File: src/rtl/hpf_channel_scheduler_pkg.sv
// Shared constants for the multi-lead high-pass filter scheduler.
package hpf_channel_scheduler_pkg;

  localparam int DATA_W = 20;
  localparam int MAX_CH = 8;
  localparam int CH_W   = $clog2(MAX_CH);

  typedef logic [1:0] state_t;

  localparam state_t ST_IDLE  = 2'd0;
  localparam state_t ST_REQ   = 2'd1;
  localparam state_t ST_CALC  = 2'd2;
  localparam state_t ST_WRITE = 2'd3;

endpackage

File: src/rtl/hpf_channel_scheduler_hpf_step.sv
// One first-order high-pass update: y = y_prev - (y_prev >>> k) + x - x_prev.
// Wraps modulo 2^W; the shift floors toward minus infinity.
module hpf_step #(
  parameter int W = 20
) (
  input  logic signed [W-1:0] i_x,
  input  logic signed [W-1:0] i_x_prev,
  input  logic signed [W-1:0] i_y_prev,
  input  logic        [3:0]   i_k,
  output logic signed [W-1:0] o_y
);

  logic signed [W-1:0] w_shift;

  // Leaky feedback term plus input difference.
  always_comb begin
    w_shift = i_y_prev >>> i_k;
    o_y     = i_y_prev - w_shift + i_x - i_x_prev;
  end

endmodule

File: src/rtl/hpf_channel_scheduler.sv
// Frame scheduler: on each divided tick fetches one ADC sample per lead,
// runs the shared hpf_step and emits a channel-tagged result.
module hpf_channel_scheduler
  import hpf_channel_scheduler_pkg::*;
#(
  parameter int N_CH        = 3,
  parameter int W           = DATA_W,
  parameter int SAMPLE_DIV  = 100000,
  parameter int ACK_TIMEOUT = 255
) (
  input  logic            qzt_clk,
  input  logic            rst,
  input  logic            en,
  input  logic [3:0]      k,
  output logic            adc_req,
  output logic [CH_W-1:0] adc_ch,
  input  logic            adc_ack,
  input  logic [W-1:0]    adc_data,
  output logic [W-1:0]    vout,
  output logic [CH_W-1:0] vout_ch,
  output logic            vout_valid,
  output logic            busy,
  output logic            overrun,
  output logic            timeout_err,
  input  logic            clr_flags
);

  localparam int DIV_W = (SAMPLE_DIV > 1) ? $clog2(SAMPLE_DIV) : 1;
  localparam int TO_W  = $clog2(ACK_TIMEOUT + 1);
  localparam int IDX_W = (N_CH > 1) ? $clog2(N_CH) : 1;

  localparam logic [DIV_W-1:0] DIV_LAST = DIV_W'(SAMPLE_DIV - 1);
  localparam logic [TO_W-1:0]  TO_LAST  = TO_W'(ACK_TIMEOUT - 1);
  localparam logic [CH_W-1:0]  CH_LAST  = CH_W'(N_CH - 1);

  logic [DIV_W-1:0]    r_div;
  logic                r_tick;
  state_t              r_state;
  logic [CH_W-1:0]     r_ch;
  logic [TO_W-1:0]     r_wait;
  logic [3:0]          r_k;
  logic signed [W-1:0] r_x;
  logic signed [W-1:0] r_y;
  logic signed [W-1:0] r_xp [N_CH];
  logic signed [W-1:0] r_yp [N_CH];
  logic                r_adc_req;
  logic [CH_W-1:0]     r_adc_ch;
  logic [W-1:0]        r_vout;
  logic [CH_W-1:0]     r_vout_ch;
  logic                r_vout_valid;
  logic                r_busy;
  logic                r_overrun;
  logic                r_timeout_err;

  logic [IDX_W-1:0]    w_idx;
  logic signed [W-1:0] w_y;
  logic                w_timeout;
  logic                w_overrun;

  assign w_idx     = r_ch[IDX_W-1:0];
  assign w_timeout = (r_state == ST_REQ) && !adc_ack && (r_wait == TO_LAST);
  assign w_overrun = r_tick && r_busy;

  hpf_step #(.W(W)) u_step (
    .i_x      (r_x),
    .i_x_prev (r_xp[w_idx]),
    .i_y_prev (r_yp[w_idx]),
    .i_k      (r_k),
    .o_y      (w_y)
  );

  // Free-running frame divider; the tick is registered and marks the wrap to 0.
  always_ff @(posedge qzt_clk) begin
    if (rst) begin
      r_div  <= '0;
      r_tick <= 1'b0;
    end else begin
      r_tick <= (r_div == DIV_LAST);
      if (r_div == DIV_LAST) r_div <= '0;
      else                   r_div <= r_div + 1'b1;
    end
  end

  // Frame FSM: request, filter, write back, one lead at a time.
  always_ff @(posedge qzt_clk) begin
    if (rst) begin
      r_state      <= ST_IDLE;
      r_ch         <= '0;
      r_wait       <= '0;
      r_k          <= 4'd0;
      r_x          <= '0;
      r_y          <= '0;
      r_adc_req    <= 1'b0;
      r_adc_ch     <= '0;
      r_vout       <= '0;
      r_vout_ch    <= '0;
      r_vout_valid <= 1'b0;
      r_busy       <= 1'b0;
      for (int i = 0; i < N_CH; i++) begin
        r_xp[i] <= '0;
        r_yp[i] <= '0;
      end
    end else begin
      r_vout_valid <= 1'b0;
      case (r_state)
        ST_IDLE: begin
          if (r_tick && en) begin
            r_k       <= k;
            r_ch      <= '0;
            r_wait    <= '0;
            r_busy    <= 1'b1;
            r_adc_req <= 1'b1;
            r_adc_ch  <= '0;
            r_state   <= ST_REQ;
          end
        end
        ST_REQ: begin
          if (adc_ack) begin
            r_x       <= adc_data;
            r_adc_req <= 1'b0;
            r_state   <= ST_CALC;
          end else if (r_wait == TO_LAST) begin
            // Abandon the lead: reuse the old input so the filter sees no step.
            r_x       <= r_xp[w_idx];
            r_adc_req <= 1'b0;
            r_state   <= ST_CALC;
          end else begin
            r_wait <= r_wait + 1'b1;
          end
        end
        ST_CALC: begin
          // Result is published here so vout_valid coincides with WRITE.
          r_y          <= w_y;
          r_vout       <= w_y;
          r_vout_ch    <= r_ch;
          r_vout_valid <= 1'b1;
          r_state      <= ST_WRITE;
        end
        ST_WRITE: begin
          r_xp[w_idx] <= r_x;
          r_yp[w_idx] <= r_y;
          if (r_ch == CH_LAST) begin
            r_busy  <= 1'b0;
            r_state <= ST_IDLE;
          end else begin
            r_ch      <= r_ch + 1'b1;
            r_wait    <= '0;
            r_adc_req <= 1'b1;
            r_adc_ch  <= r_ch + 1'b1;
            r_state   <= ST_REQ;
          end
        end
        default: begin
          r_adc_req <= 1'b0;
          r_busy    <= 1'b0;
          r_state   <= ST_IDLE;
        end
      endcase
    end
  end

  // Sticky error flags; a new event beats a simultaneous clear.
  always_ff @(posedge qzt_clk) begin
    if (rst) begin
      r_overrun     <= 1'b0;
      r_timeout_err <= 1'b0;
    end else begin
      if (w_overrun)      r_overrun <= 1'b1;
      else if (clr_flags) r_overrun <= 1'b0;
      if (w_timeout)      r_timeout_err <= 1'b1;
      else if (clr_flags) r_timeout_err <= 1'b0;
    end
  end

  assign adc_req     = r_adc_req;
  assign adc_ch      = r_adc_ch;
  assign vout        = r_vout;
  assign vout_ch     = r_vout_ch;
  assign vout_valid  = r_vout_valid;
  assign busy        = r_busy;
  assign overrun     = r_overrun;
  assign timeout_err = r_timeout_err;

endmodule

File: config.mk
export PLATFORM = sky130hd
export DESIGN_NAME = hpf_channel_scheduler
export DESIGN_NICKNAME = d
export VERILOG_FILES = /design/src/rtl/hpf_channel_scheduler_pkg.sv /design/src/rtl/hpf_channel_scheduler_hpf_step.sv /design/src/rtl/hpf_channel_scheduler.sv
export SDC_FILE = /design/constraint.sdc
export NUM_CORES = 1
export LEC_CHECK = 0
export ABC_AREA = 1
export ABC_CLOCK_PERIOD_IN_PS = 5150
export CORE_MARGIN = 2
export CORE_UTILIZATION = 55
export DETAILED_ROUTE_END_ITERATION = 10
export HOLD_SLACK_MARGIN = 0.05
export PLACE_DENSITY = 0.84
export SLEW_MARGIN = 30
export SYNTH_ARGS = -nofsm -noshare
export SYNTH_HDL_FRONTEND = slang
export SYNTH_SLANG_ARGS = --single-unit
File: constraint.sdc
create_clock -name qzt_clk -period 5.15 [get_ports qzt_clk]
set_input_delay 1.03 -clock qzt_clk [delete_from_list [all_inputs] [get_ports qzt_clk]]
set_output_delay 1.03 -clock qzt_clk [all_outputs]
set_load 0.01 [all_outputs]
==> parameters.txt <==
Parameter                              Value

Status
  Run status    finished, final reports clean

Synthesis
  Cell count after synthesis    ~1700
  Mean instance size in the synthesized netlist    8.185 µm²
  Area contributors post-synth    edfxtp_1 (35%), dfxtp_1 (12%), nand2_1 (12%), nand3_1 (6.3%), inv_1 (5.8%)
  Most frequently used flop master after synthesis    edfxtp_1
  Cell variety after synth    between 40 and 50
  Synth async-reset ratio    0%
  Sequential cell area fraction in the yosys report    47.32%
  Ranking of synthesized cells by instance count    nand2_1 (444), inv_1 (214), nor2_1 (176), nand3_1 (174), edfxtp_1 (160)
  Leading cell type by number of instances after synthesis    nand2_1
  Register bit total from synthesis    245
  Most area-hungry cell type in the Yosys netlist    edfxtp_1
  Netlist Area Pre-Place    around 14000 µm²
  Synth Net Count    1779
  Top-area cell type share of the netlist area    34.94%
  Post-synth EDFFs    160
  Yosys synthesis warning count    0

Worst setup path
  Setup Crit Path Kind    register to register
  Endpoint class of the critical path    register
  Arrival time at the worst endpoint    5.13 ns
  Max stage delay cell, worst path    buf_4
  Cell family contributing the most delay on the critical path    adder cells
  Required time of the critical path    between 5 and 6 ns
  Maximum fanout along the worst path    60
  Buffers & Inverters on Critical Path    6
  Critical Path Source Type    register
  Slowest stage delay, CP    about 0.52 ns

STA
  Post-route fraction of the period consumed by the critical path    90.83%
  Final clock skew    0.01738 ns
  Time the worst path needs with I/O delays and setup    about 4.7 ns
  RSZ-0062 raised after global routing    false
  Fmax    213.8 MHz
  Final Hold Vio Count    0
  Transition at the pin with the smallest max-transition slack    0.9809 ns
  Relative slew margins    34.61%
  Endpoints failing setup    0
  Final TNS setup    0 ns
  Final Max Tran Viols    0

CTS
  Maximum count of clock buffers along a single path    3
  TritonCTS clock tree    built
  Number of buffers inserted during clock tree synthesis    26
  Post-CTS sizing    0
  Clock latency at the later pin of the worst-skew pair    0.55 ns
  CTS H-Tree Depth    1
  Cts-stage hold buffer count    0
  Post-CTS Setup Repair Bufs    0
  Clock Sinks    245
  Cell at the root of the clock tree    clkbuf_16
  Clock-pin slew reported for the worst setup and hold paths after clock tree synthesis    0.06 ns

Cells and area
  Final non-filler cell area    between 15000 and 20000 µm²
  Layout overhead on the synthesized area    11.86%
  Fraction of final layout cells with drive strength greater than 1    5.974%
  Post-layout net count    1820
  Diodes inserted    0
  Area of the multi-input gates    5969 µm²
  Sequential standard cell area    6511 µm²
  Final design utilization    62.88%
  Filler Cell Count    between 2000 and 2500

Global route
  Via count of the first global-routing pass    11221
  Remaining global-route overflow    0
  Initial antenna violation count    0
  Overall track demand over capacity in global routing    27.51%
  Largest net degree at the start of global routing    65
  Wire length of the first global-routing pass    57010 µm

Routing
  ANT nets after route    0
  Number of iterations in the first detailed-routing pass    8
  Iteration-0 DRC Markers    1114
  Overall via count from detail_route    approximately 12000
  Total DRC errors in the routed layout    0
  Total routed wirelength    36190 µm
  Via/cell ratio    5.569
  Average wire per standard cell    roughly 18 µm

Floorplan
  Total die area    roughly 26000 µm²
  Row cnt    57
  Boundary pin count    60
  Initial standard-cell utilization of the core    56.21%
  Chip Height    around 160 µm
  Core area    about 24000 µm²
  Overall die width    162.1 µm

Placed design
  Final HPWL DP    24590 µm
  Number of buffers inserted by port buffering    59
  DP Area    14530 µm²
  Gpl congestion    0.9963

Hold path
  Critical hold path startpoint    r_x[11]$_SDFFE_PP0P_
  Class of the most critical hold timing path    register to register

Pwr
  Worst voltage drop across the vdd grid    a little under 0.0003 V
  Cell Pwr Density    ~460 nW/µm²
  Leak    6.402 nW
  Total chip power    around 7 mW

Flow run
  MaxCap Viol Count    0
layout make-up:
| cell class | instances | share of cell area (%) |
|---|---|---|
| timing repair buffer | 84 | 5.060 |
| multi-input combinational | 1136 | 38.81 |
| sequential | 245 | 42.33 |
| clock inverter | 5 | 0.2603 |
| inverter | 228 | 5.654 |
| tap | 324 | 2.636 |
| clock buffer | 43 | 5.247 |
routing by layer:
metal  global-route usage (%)  part of all wire (%)
met2                    46.98                    48
met5                        0                     0
met3                    3.294                   7.1
met1                    35.97                    40
met4                    10.82                   4.2
cell families (layout without fill, tap and decap cells):
logic type	count (synthesis)	after routing	synth area share [%]
AO/OA/AOI/OAI	201	201	7.680
XOR/XNOR	15	15	0.9554
adder cells (fa/ha/maj)	70	70	8.444
buffers and inverters	299	360	9.399
flip-flops	245	245	47.32
AND/OR/NAND/NOR	850	850	26.21
cells in the final DEF (no fill, tap or decap), types with 4 or more instances in the layout:
master,count
nand2_1,441
inv_1,214
nor2_1,176
nand3_1,174
edfxtp_1,160
a21oi_1,117
dfxtp_1,83
o21ai_0,65
clkdlybuf4s50_1,59
fa_1,38
ha_1,32
clkbuf_16,28
buf_4,25
xor2_1,12
nand4_1,10
clkbuf_1,10
and2_4,9
nor3_1,8
inv_2,7
o211ai_1,6
and2_1,5
nand2_2,5
clkbuf_8,5
clkinv_1,4
clkinv_2,4
final timing paths:
check | end | slack [ns] | cells after the start
worst max-delay path | vout[12]$_SDFFE_PP0P_ | 0.47 | 25
worst min-delay path | r_xp[3][11]$_DFFE_PP_ | 0.46 | 0
worst max register to register | vout[12]$_SDFFE_PP0P_ | 0.47 | 25
worst min register to register | r_xp[3][11]$_DFFE_PP_ | 0.46 | 0
per-stage QoR:
stage	instances	worst slack (ns)	hold slack, ns
after floorplan	1680	0.4811	0.4249
after global placement	2017	0.6159	0.4299
after detailed placement	2017	0.5394	0.4388
after CTS	2065	0.5029	0.4529
after global routing	2065	0.06030	0.4691
final	2065	0.4721	0.4565
worst reg2reg max path, cell delays in order (launching register included):
cell and delay [ns]:
dfxtp_4 0.47, buf_4 0.52, nand2_1 0.17, nand3_1 0.11, nand2_1 0.10, o211ai_1 0.18
nand3_1 0.10, nand3_1 0.11, nand2_1 0.09, fa_1 0.50, inv_1 0.06, fa_1 0.43
inv_1 0.07, ha_1 0.22, inv_1 0.07, fa_1 0.40, inv_1 0.10, nand3_1 0.07
nand3_1 0.13, nand2_1 0.11, nand2_1 0.14, nand2_1 0.11, nand3_1 0.08, nand3_1 0.09
nand2_1 0.11, inv_1 0.04
sequential cells by signal, summed over array words and instances, names as in the netlist, 3 cells and up, named ones only:
name,flops
r_k,4
r_yp,80
r_x,20
vout_ch,3
adc_ch,3
r_wait,8
vout,20
r_div,17
r_xp,80
power breakdown:
group / total [mW] / switching, mW / internal, mW
Clock: 1.85 / 0.779 / 1.07
Combinational: 2.78 / 1.80 / 0.982
Sequential: 2.38 / 0.114 / 2.27
Total: 7.01 / 2.69 / 4.32
Power figures use the tool's default switching activity.
